$ cat config.mk
export PLATFORM = sky130hd
export DESIGN_NAME = vga_timing_controller
export DESIGN_NICKNAME = d
export VERILOG_FILES = /design/src/rtl/vga_timing_pkg.sv /design/src/rtl/vga_axis_counter.sv /design/src/rtl/vga_timing_controller.sv
export SDC_FILE = /design/constraint.sdc
export NUM_CORES = 1
export LEC_CHECK = 0
export CORE_MARGIN = 5
export CORE_UTILIZATION = 50
export CTS_BUF_LIST = sky130_fd_sc_hd__clkbuf_4 sky130_fd_sc_hd__clkbuf_8 sky130_fd_sc_hd__clkbuf_16
export DETAILED_ROUTE_END_ITERATION = 6
export GPL_ROUTABILITY_DRIVEN = 0
export PLACE_DENSITY = 0.8
export SLEW_MARGIN = 10
export SYNTH_ARGS = -nofsm -noshare
export SYNTH_HDL_FRONTEND = slang
export SYNTH_SLANG_ARGS = --single-unit
$ cat constraint.sdc
create_clock -name Clk -period 6.8 [get_ports Clk]
set_clock_uncertainty 0.2 [all_clocks]
set_input_delay 1.36 -clock Clk [delete_from_list [all_inputs] [get_ports Clk]]
set_output_delay 1.36 -clock Clk [all_outputs]
set_load 0.01 [all_outputs]
$ cat src/rtl/vga_timing_pkg.sv
// Shared VGA timing constants (640x480@60 defaults) and controller state type.
package vga_timing_pkg;

   localparam int unsigned DEF_H_VISIBLE = 640;
   localparam int unsigned DEF_H_FRONT   = 16;
   localparam int unsigned DEF_H_SYNC    = 96;
   localparam int unsigned DEF_H_BACK    = 48;
   localparam int unsigned DEF_V_VISIBLE = 480;
   localparam int unsigned DEF_V_FRONT   = 10;
   localparam int unsigned DEF_V_SYNC    = 2;
   localparam int unsigned DEF_V_BACK    = 33;
   localparam int unsigned DEF_CLK_DIV   = 4;

   localparam int unsigned H_TOTAL = DEF_H_VISIBLE + DEF_H_FRONT + DEF_H_SYNC + DEF_H_BACK;
   localparam int unsigned V_TOTAL = DEF_V_VISIBLE + DEF_V_FRONT + DEF_V_SYNC + DEF_V_BACK;

   typedef enum logic [1:0] {
      IDLE,
      RUN,
      DRAIN
   } state_e;

endpackage

$ cat src/rtl/vga_axis_counter.sv
// 10-bit wrapping axis counter with increment enable, synchronous clear and terminal count.
module vga_axis_counter #(
   parameter int unsigned MAX = 800
) (
   input  logic       clk,
   input  logic       reset,
   input  logic       clear,
   input  logic       inc,
   output logic [9:0] count,
   output logic [9:0] count_next,
   output logic       tc
);

   logic [9:0] count_q;
   logic [9:0] count_d;

   assign tc = (count_q == 10'(MAX - 1));

   always_comb begin
      count_d = count_q;
      if (clear) begin
         count_d = '0;
      end else if (inc) begin
         count_d = tc ? '0 : count_q + 10'd1;
      end
   end

   always_ff @(posedge clk) begin
      if (reset) begin
         count_q <= '0;
      end else begin
         count_q <= count_d;
      end
   end

   assign count      = count_q;
   assign count_next = count_d;

endmodule

$ cat src/rtl/vga_timing_controller.sv
// VGA timing generator: pixel-rate divider, x/y counters, syncs and start pulses, with
// a drain state so a stop request always completes the current frame.
module vga_timing_controller
   import vga_timing_pkg::*;
#(
   parameter int unsigned H_VISIBLE = DEF_H_VISIBLE,
   parameter int unsigned H_FRONT   = DEF_H_FRONT,
   parameter int unsigned H_SYNC    = DEF_H_SYNC,
   parameter int unsigned H_BACK    = DEF_H_BACK,
   parameter int unsigned V_VISIBLE = DEF_V_VISIBLE,
   parameter int unsigned V_FRONT   = DEF_V_FRONT,
   parameter int unsigned V_SYNC    = DEF_V_SYNC,
   parameter int unsigned V_BACK    = DEF_V_BACK,
   parameter int unsigned CLK_DIV   = DEF_CLK_DIV
) (
   input  logic       Clk,
   input  logic       reset,
   input  logic       enable,
   output logic       pixel_tick,
   output logic [9:0] pixel_x,
   output logic [9:0] pixel_y,
   output logic       hsync,
   output logic       vsync,
   output logic       video_on,
   output logic       line_start,
   output logic       frame_start,
   output logic       busy
);

   localparam int unsigned H_LEN  = H_VISIBLE + H_FRONT + H_SYNC + H_BACK;
   localparam int unsigned V_LEN  = V_VISIBLE + V_FRONT + V_SYNC + V_BACK;
   localparam int unsigned HS_BEG = H_VISIBLE + H_FRONT;
   localparam int unsigned HS_END = HS_BEG + H_SYNC;
   localparam int unsigned VS_BEG = V_VISIBLE + V_FRONT;
   localparam int unsigned VS_END = VS_BEG + V_SYNC;
   localparam int unsigned DIV_W  = $clog2(CLK_DIV);

   state_e             state_q, state_d;
   logic [DIV_W-1:0]   div_q, div_d;
   logic               hsync_q, hsync_d;
   logic               vsync_q, vsync_d;
   logic               video_on_q, video_on_d;
   logic               line_start_q, line_start_d;
   logic               frame_start_q, frame_start_d;

   logic               tick, wrap, x_tc, y_tc, cnt_clear;
   logic [9:0]         x_next, y_next;

   assign cnt_clear = (state_q == IDLE);

   vga_axis_counter #(.MAX(H_LEN)) u_x_cnt (
      .clk        (Clk),
      .reset      (reset),
      .clear      (cnt_clear),
      .inc        (tick),
      .count      (pixel_x),
      .count_next (x_next),
      .tc         (x_tc)
   );

   vga_axis_counter #(.MAX(V_LEN)) u_y_cnt (
      .clk        (Clk),
      .reset      (reset),
      .clear      (cnt_clear),
      .inc        (tick && x_tc),
      .count      (pixel_y),
      .count_next (y_next),
      .tc         (y_tc)
   );

   always_comb begin
      tick = (state_q != IDLE) && (div_q == DIV_W'(CLK_DIV - 1));
      wrap = tick && x_tc && y_tc;

      state_d = state_q;
      unique case (state_q)
         IDLE:    if (enable) state_d = RUN;
         RUN:     if (!enable) state_d = DRAIN;
         DRAIN:   if (enable) state_d = RUN;
                  else if (wrap) state_d = IDLE;
         default: state_d = IDLE;
      endcase

      div_d = '0;
      if (state_q != IDLE && state_d != IDLE && !tick) begin
         div_d = div_q + DIV_W'(1);
      end

      // Decoded from next-count values so syncs move on the same edge as the counters.
      hsync_d       = 1'b1;
      vsync_d       = 1'b1;
      video_on_d    = 1'b0;
      line_start_d  = 1'b0;
      frame_start_d = 1'b0;
      if (state_d != IDLE) begin
         hsync_d       = !(x_next >= 10'(HS_BEG) && x_next < 10'(HS_END));
         vsync_d       = !(y_next >= 10'(VS_BEG) && y_next < 10'(VS_END));
         video_on_d    = (x_next < 10'(H_VISIBLE)) && (y_next < 10'(V_VISIBLE));
         line_start_d  = (state_q == IDLE) || (tick && x_tc);
         frame_start_d = (state_q == IDLE) || wrap;
      end
   end

   always_ff @(posedge Clk) begin
      if (reset) begin
         state_q       <= IDLE;
         div_q         <= '0;
         hsync_q       <= 1'b1;
         vsync_q       <= 1'b1;
         video_on_q    <= 1'b0;
         line_start_q  <= 1'b0;
         frame_start_q <= 1'b0;
      end else begin
         state_q       <= state_d;
         div_q         <= div_d;
         hsync_q       <= hsync_d;
         vsync_q       <= vsync_d;
         video_on_q    <= video_on_d;
         line_start_q  <= line_start_d;
         frame_start_q <= frame_start_d;
      end
   end

   assign pixel_tick  = tick;
   assign hsync       = hsync_q;
   assign vsync       = vsync_q;
   assign video_on    = video_on_q;
   assign line_start  = line_start_q;
   assign frame_start = frame_start_q;
   assign busy        = (state_q != IDLE);

endmodule

==> results.ini, run 1 <==
[status]
status=finished clean

[final_layout]
area_growth_pct=21.64
fin_util_pct=63.98
fin_nets=220
regArea_sq_um=580.6
drive_gt1_share_pct=13.62
antenna_cells=0
n_fill_cell=281
multi_input_area_sq_um=962.2
final_cells=257

[pwr]
power.density_nw_per_um2=153.2
vdd_ir_drop_max_mv=0.1088
clkPwrFrac_pct=36.7
p_leak_nw=0.6703
p_int_uw=232.0
p_seq_share_pct=57.6
finalPower_uw=301.7
p_switching_uw=69.75
swShare_pct=23.11
comb_power_share_pct=5.8

[floorplanning]
die_h_microns=66.91
die_w_microns=66.91
rows=20
coreArea_sq_um=3078
ios=30
initial_core_util_pct=52.60
die_area_sq_um=4476

[cts]
htreeDepth=2
cts_tree=yes
path_clk_slew_ns=0.08
cts_root_buffer=clkbuf_4
post-cts-setup-buffers=0
clkSinkCount=29
ctsHoldBuffers=0
cts-resized-gates=0
clk_latency_ns=0.33
cts_buffers=5
cts_buffer_depth=2

[sta]
rsz0062_at_grt=false
fin_setup_tns_ns=0
fin_crit_ns=3.728
hold_slack_ns=0.2672
worstMarginPinSlew_ns=0.7361
finalSetupViolCount=0
hold_violations=0
fmax_mhz=268.2
finalCritPeriodShare_pct=54.83
slew-limit-headroom_pct=50.47
finalMaxSlewViolations=0

[critical_path]
start_kind=flop
cp_common_cell=inv_1
cp.arrival_ns=2.17
max_stage_delay_ns=0.48
crit_slowest_cell=clkdlybuf4s50_1
cp-end-kind=output pin
crit_chain=nor2_1 > inv_1 > nand2_1 > inv_1 > clkdlybuf4s50_1
worstPathBufferInverterCount=3
cp_max_fo=8
regToRegSetupSlack_ns=4.04
path_class=flop to output pin
crit_family=buffers and inverters
required_ns=5.24

[synth]
syn_area_sq_um=1619
synthArstFlopShare_pct=0
ys.flop_type=dfxtp_1
syn_area_per_cell_sq_um=8.799
yosys_register_bits=29
yosysWarnings=0
synth_cells=184
yosys.cell_types.count=55
syn_nets=191
synth_edf_count=0
ys_seq_area_share_pct=35.86

[drt]
dr.pass1.iters=4
drc=0
antenna_left=0
drt-vias-per-instance=5.654
wl_microns=3858
num_vias=1453
drt-initial-drc-count=109
wl_per_cell_microns=15.01

[placement]
place_inst=250
io_buffers=29
hpwlAfterDp_microns=2833

[grt]
grt_max_degree=11
grt_pass1_wl_microns=6527
gr-usage-all-layers_pct=19.54
grt_pass1_vias=1443
antenna_found_initial=0
globalRouteOverflowTotal=0

[min_path]
min_path_type=flop to flop

[flow_run]
cap_violations=0

-- state kept, by name, summed over array words and instances (netlist names) --
register	flops
div_q	2
frame_start	1
hsync	1
line_start	1
state_q	2
u_x_cnt.count	10
u_y_cnt.count	10
video_on	1
vsync	1
-- cells in the final DEF (no fill, tap or decap), types with 2 or more instances in the layout --
master            n
or2_2             2
a21oi_1           5
inv_1             6
clkdlybuf4s50_1  29
and3_2            2
nor4b_1           3
xor2_1            9
nor3_1            7
nor2_1           28
nor3b_1           2
o22ai_1           2
nand3_1           8
nor2b_1           4
ha_1              4
o21ai_0           2
nor3_2            2
nand4_1           6
nand2_1          16
dfxtp_1          29
clkbuf_4          6
xnor2_1           8
-- layout make-up --
class,instances,share of cell area [%]
Timing Repair Buffer,29,14.74
Sequential cell,29,29.48
Clock buffer,7,2.986
Tap cell,44,2.795
Inverter,6,1.144
Multi-Input combinational cell,142,48.86
-- synth_stat cells, types with 2 or more instances --
master    instances  area share, %
o21ai_0           2           0.62
nand3_1           8            2.5
nor2_1           28            6.5
nor3_2            2            1.2
nand2_1          16            3.7
nor2b_1           4            1.5
dfxtp_1          29             36
nor3_1            7            2.2
clkbuf_1          2           0.46
xnor2_1           8            4.3
xor2_1            9            4.9
o22ai_1           2           0.77
ha_1              4            3.1
nor3b_1           2           0.93
nor4b_1           3            1.6
nand4_1           6            2.3
buf_6             3            2.1
or2_2             2           0.77
inv_1             6            1.4
a21oi_1           5            1.5
and3_2            2           0.93
-- metal layers --
layer | wire length [microns] | global-route usage [%] | share of wire (%) | vias up
met2 | 1824 | 33.66 | 47 | 58
met4 | 93 | 12.91 | 2.4 | 0
met5 | 0 | 0 | 0 | -
met3 | 250 | 4.553 | 6.5 | 10
li1 | - | - | - | 705
met1 | 1689 | 21.08 | 44 | 680
-- path summary, 6_finish.rpt --
| kind | startpoint | end | depth (start not counted) |
|---|---|---|---|
| setup / recovery | state_q[0] | pixel_tick | 5 |
| hold / removal | div_q[0] | div_q[0] | 1 |
| setup reg to reg | div_q[0] | hsync | 7 |
| hold reg to reg | div_q[0] | div_q[0] | 1 |
-- kinds of logic (layout without fill, tap and decap cells) --
family | after synthesis | in the layout | synth area share, %
flip-flops | 29 | 29 | 35.86
XOR/XNOR | 18 | 18 | 10.20
multiplexers | 2 | 2 | 1.314
AND/OR/NAND/NOR | 97 | 97 | 34.85
adder cells (fa/ha/maj) | 4 | 4 | 3.091
buffers and inverters | 13 | 42 | 4.714
AO/OA/AOI/OAI | 21 | 21 | 9.969
-- power groups by stage --
| stage | sequential [mW] | clock, mW | combinational (mW) |
|---|---|---|---|
| 2_1_floorplan | 0.178 | 0 | 0.00957 |
| 3_3_place_gp | 0.177 | 0 | 0.0167 |
| 4_1_cts | 0.174 | 0.113 | 0.0173 |
| 3_5_place_dp | 0.178 | 0 | 0.0172 |
| 5_1_grt | 0.174 | 0.125 | 0.0188 |
| 6_report | 0.174 | 0.111 | 0.0174 |
-- worst reg2reg max path, cell delays in order, from the launching register on --
cell	delay (ns)
dfxtp_1	0.37
ha_1	0.35
o211ai_2	0.24
nor2_2	0.22
and4_2	0.30
xnor2_2	0.12
or3b_1	0.35
or4_1	0.49
-- per-stage QoR --
| step | instance area (sq um) | worst slack (ns) |
|---|---|---|
| finish | 1969 | 3.072 |
| global route | 1969 | 2.930 |
| CTS | 1969 | 3.112 |
| detailed placement | 1911 | 3.487 |
| global placement | 1911 | 3.581 |
| floorplan | 1619 | 4.131 |
No activity file was read; power rests on OpenSTA's default activity.
==> run 2, diff against run 1 <==
clock period = 3.7 ns   (was 6.8 ns; I/O delays follow)
==> run 2 against run 1 <==
  * Non-clock buffer count unchanged
  * Sequential cell count unchanged
  * Clock power up 86%
  * Via count down 1.8%
  * Setup slack worse by 2.4 ns
  * Cell count up 0.39%
  * Clock-buffer cell count up 1
  * Highest routed layer unchanged
  * Sequential share of layout area about the same
  * Power up 84%
  * Worst hold slack worse by 0.035 ns
  * Die area unchanged
==> results.ini, run 2 (synthesis results as in run 1) <==
[status]
status=finished clean

[placement]
place_inst=250  ; unchanged
io_buffers=29  ; unchanged
hpwlAfterDp_microns=2682  ; -5.3%

[cts]
cts_buffer_depth=2  ; unchanged
cts-resized-gates=0  ; unchanged
cts_tree=yes
clk_latency_ns=0.33  ; about the same
cts_root_buffer=clkbuf_4
post-cts-setup-buffers=0  ; unchanged
ctsHoldBuffers=0  ; unchanged
clkSinkCount=29  ; unchanged
htreeDepth=2  ; unchanged
path_clk_slew_ns=0.08  ; about the same
cts_buffers=5  ; unchanged

[sta]
finalMaxSlewViolations=0  ; unchanged
fin_crit_ns=3.026
fmax_mhz=330.5
slew-limit-headroom_pct=53.23  ; +2.8 points
worstMarginPinSlew_ns=0.6951  ; -0.04094 ns
finalCritPeriodShare_pct=81.79
hold_violations=0  ; unchanged
finalSetupViolCount=0  ; unchanged
fin_setup_tns_ns=0  ; unchanged
rsz0062_at_grt=false
hold_slack_ns=0.2326  ; -0.03461 ns

[critical_path]
worst-r2r-cell-count=7  ; unchanged
start_kind=flop
cp_max_fo=8  ; unchanged
cp-startpoint=state_q[0]
cp.arrival_ns=2.09  ; -0.08 ns
crit_end=pixel_tick
path_class=flop to output pin
regToRegStartpoint=div_q[0]
r2r-end=hsync
required_ns=2.76  ; -2.48 ns
regToRegSetupSlack_ns=1.04  ; -3.00 ns
cp-end-kind=output pin

[floorplanning]
initial_core_util_pct=52.60  ; unchanged
die_w_microns=66.91  ; unchanged
die_area_sq_um=4476  ; unchanged
die_h_microns=66.91  ; unchanged
rows=20  ; unchanged
ios=30  ; unchanged
coreArea_sq_um=3078  ; unchanged

[final_layout]
fin_nets=220  ; unchanged
antenna_cells=0  ; unchanged
final_cell_mix=29 x dfxtp_1, 29 x clkdlybuf4s50_1, 28 x nor2_1, 16 x nand2_1, 9 x xor2_1
drive_gt1_share_pct=14.02  ; +0.40 points
fin_util_pct=64.02  ; about the same
n_fill_cell=274  ; -2.5%
area_growth_pct=21.72  ; about the same
final_cells=258  ; +0.39%
multi_input_area_sq_um=962.2  ; unchanged
regArea_sq_um=580.6  ; unchanged

[pwr]
power.density_nw_per_um2=282.3  ; +84%
p_leak_nw=0.6723  ; +0.30%
vdd_ir_drop_max_mv=0.2308  ; +110%

[grt]
grt_pass1_vias=1332  ; -7.7%
grt_pass1_wl_microns=6196  ; -5.1%
use_met1_pct=22.02  ; +0.94 points
antenna_found_initial=0  ; unchanged
globalRouteOverflowTotal=0  ; unchanged
grt_max_degree=11  ; unchanged
grtUsageMet2_pct=29.70  ; -4.0 points
gr-usage-all-layers_pct=18.32  ; -1.2 points
gr-max-usage-layer=met2
use_met3_pct=5.228  ; +0.67 points

[drt]
drc=0  ; unchanged
dr.pass1.iters=4  ; unchanged
drt-vias-per-instance=5.531  ; -2.2%
antenna_left=0  ; unchanged
drt-initial-drc-count=98  ; -10%
wl_per_cell_microns=14.34  ; -4.5%
num_vias=1427  ; -1.8%
wl_microns=3699  ; -4.1%

[min_path]
min_path_type=flop to flop

[flow_run]
cap_violations=0  ; unchanged

-- run 2: worst min path at each step --
| stage | slack [ns] | end | start | depth (start not counted) |
|---|---|---|---|---|
| after global routing | 0.24 | div_q[0] | div_q[0] | 1 |
| after global placement | 0.21 | div_q[0] | div_q[0] | 1 |
| after floorplan | 0.20 | div_q[0] | div_q[0] | 1 |
| after detailed placement | 0.22 | div_q[0] | div_q[0] | 1 |
| after CTS | 0.24 | div_q[0] | div_q[0] | 1 |
| final | 0.23 | div_q[0] | div_q[0] | 1 |
-- run 2: worst max-delay path, stage by stage (launching register included) --
cell             delay, ns
dfxtp_1               0.38
nor2_1                0.42
inv_1                 0.26
nand2_1               0.14
inv_1                 0.08
clkdlybuf4s50_1       0.48
-- run 2: power by group --
| part | total (mW) | switching (mW) | internal, mW |
|---|---|---|---|
| clock | 0.206 | 0.108 | 0.0976 |
| sequential | 0.319 | 0.00271 | 0.316 |
| combinational | 0.0316 | 0.0182 | 0.0134 |
| total | 0.556 | 0.129 | 0.427 |
-- run 2: metal layers --
| metal | vias up | wire, microns |
|---|---|---|
| met1 | 659 | 1670 |
| met5 | - | 0 |
| met3 | 13 | 212 |
| met4 | 0 | 94 |
| li1 | 705 | - |
| met2 | 50 | 1722 |
-- run 2: layout make-up --
cell class / instances / share of cell area, %
multi-input cells: 142 / 48.83
flip-flops and latches: 29 / 29.46
well taps: 44 / 2.794
inverters: 6 / 1.143
clock buffers: 8 / 3.048
repair buffers: 29 / 14.73
-- run 2: stage by stage --
stage                     worst slack (ns)  instance area, sq um  power [mW]
after detailed placement             1.030                  1911      0.3579
final                               0.6739                  1971      0.5563
after global routing                0.4590                  1971      0.5788
after CTS                           0.6919                  1971      0.5615
after global placement               1.075                  1911      0.3572
after floorplan                      1.208                  1619      0.3448
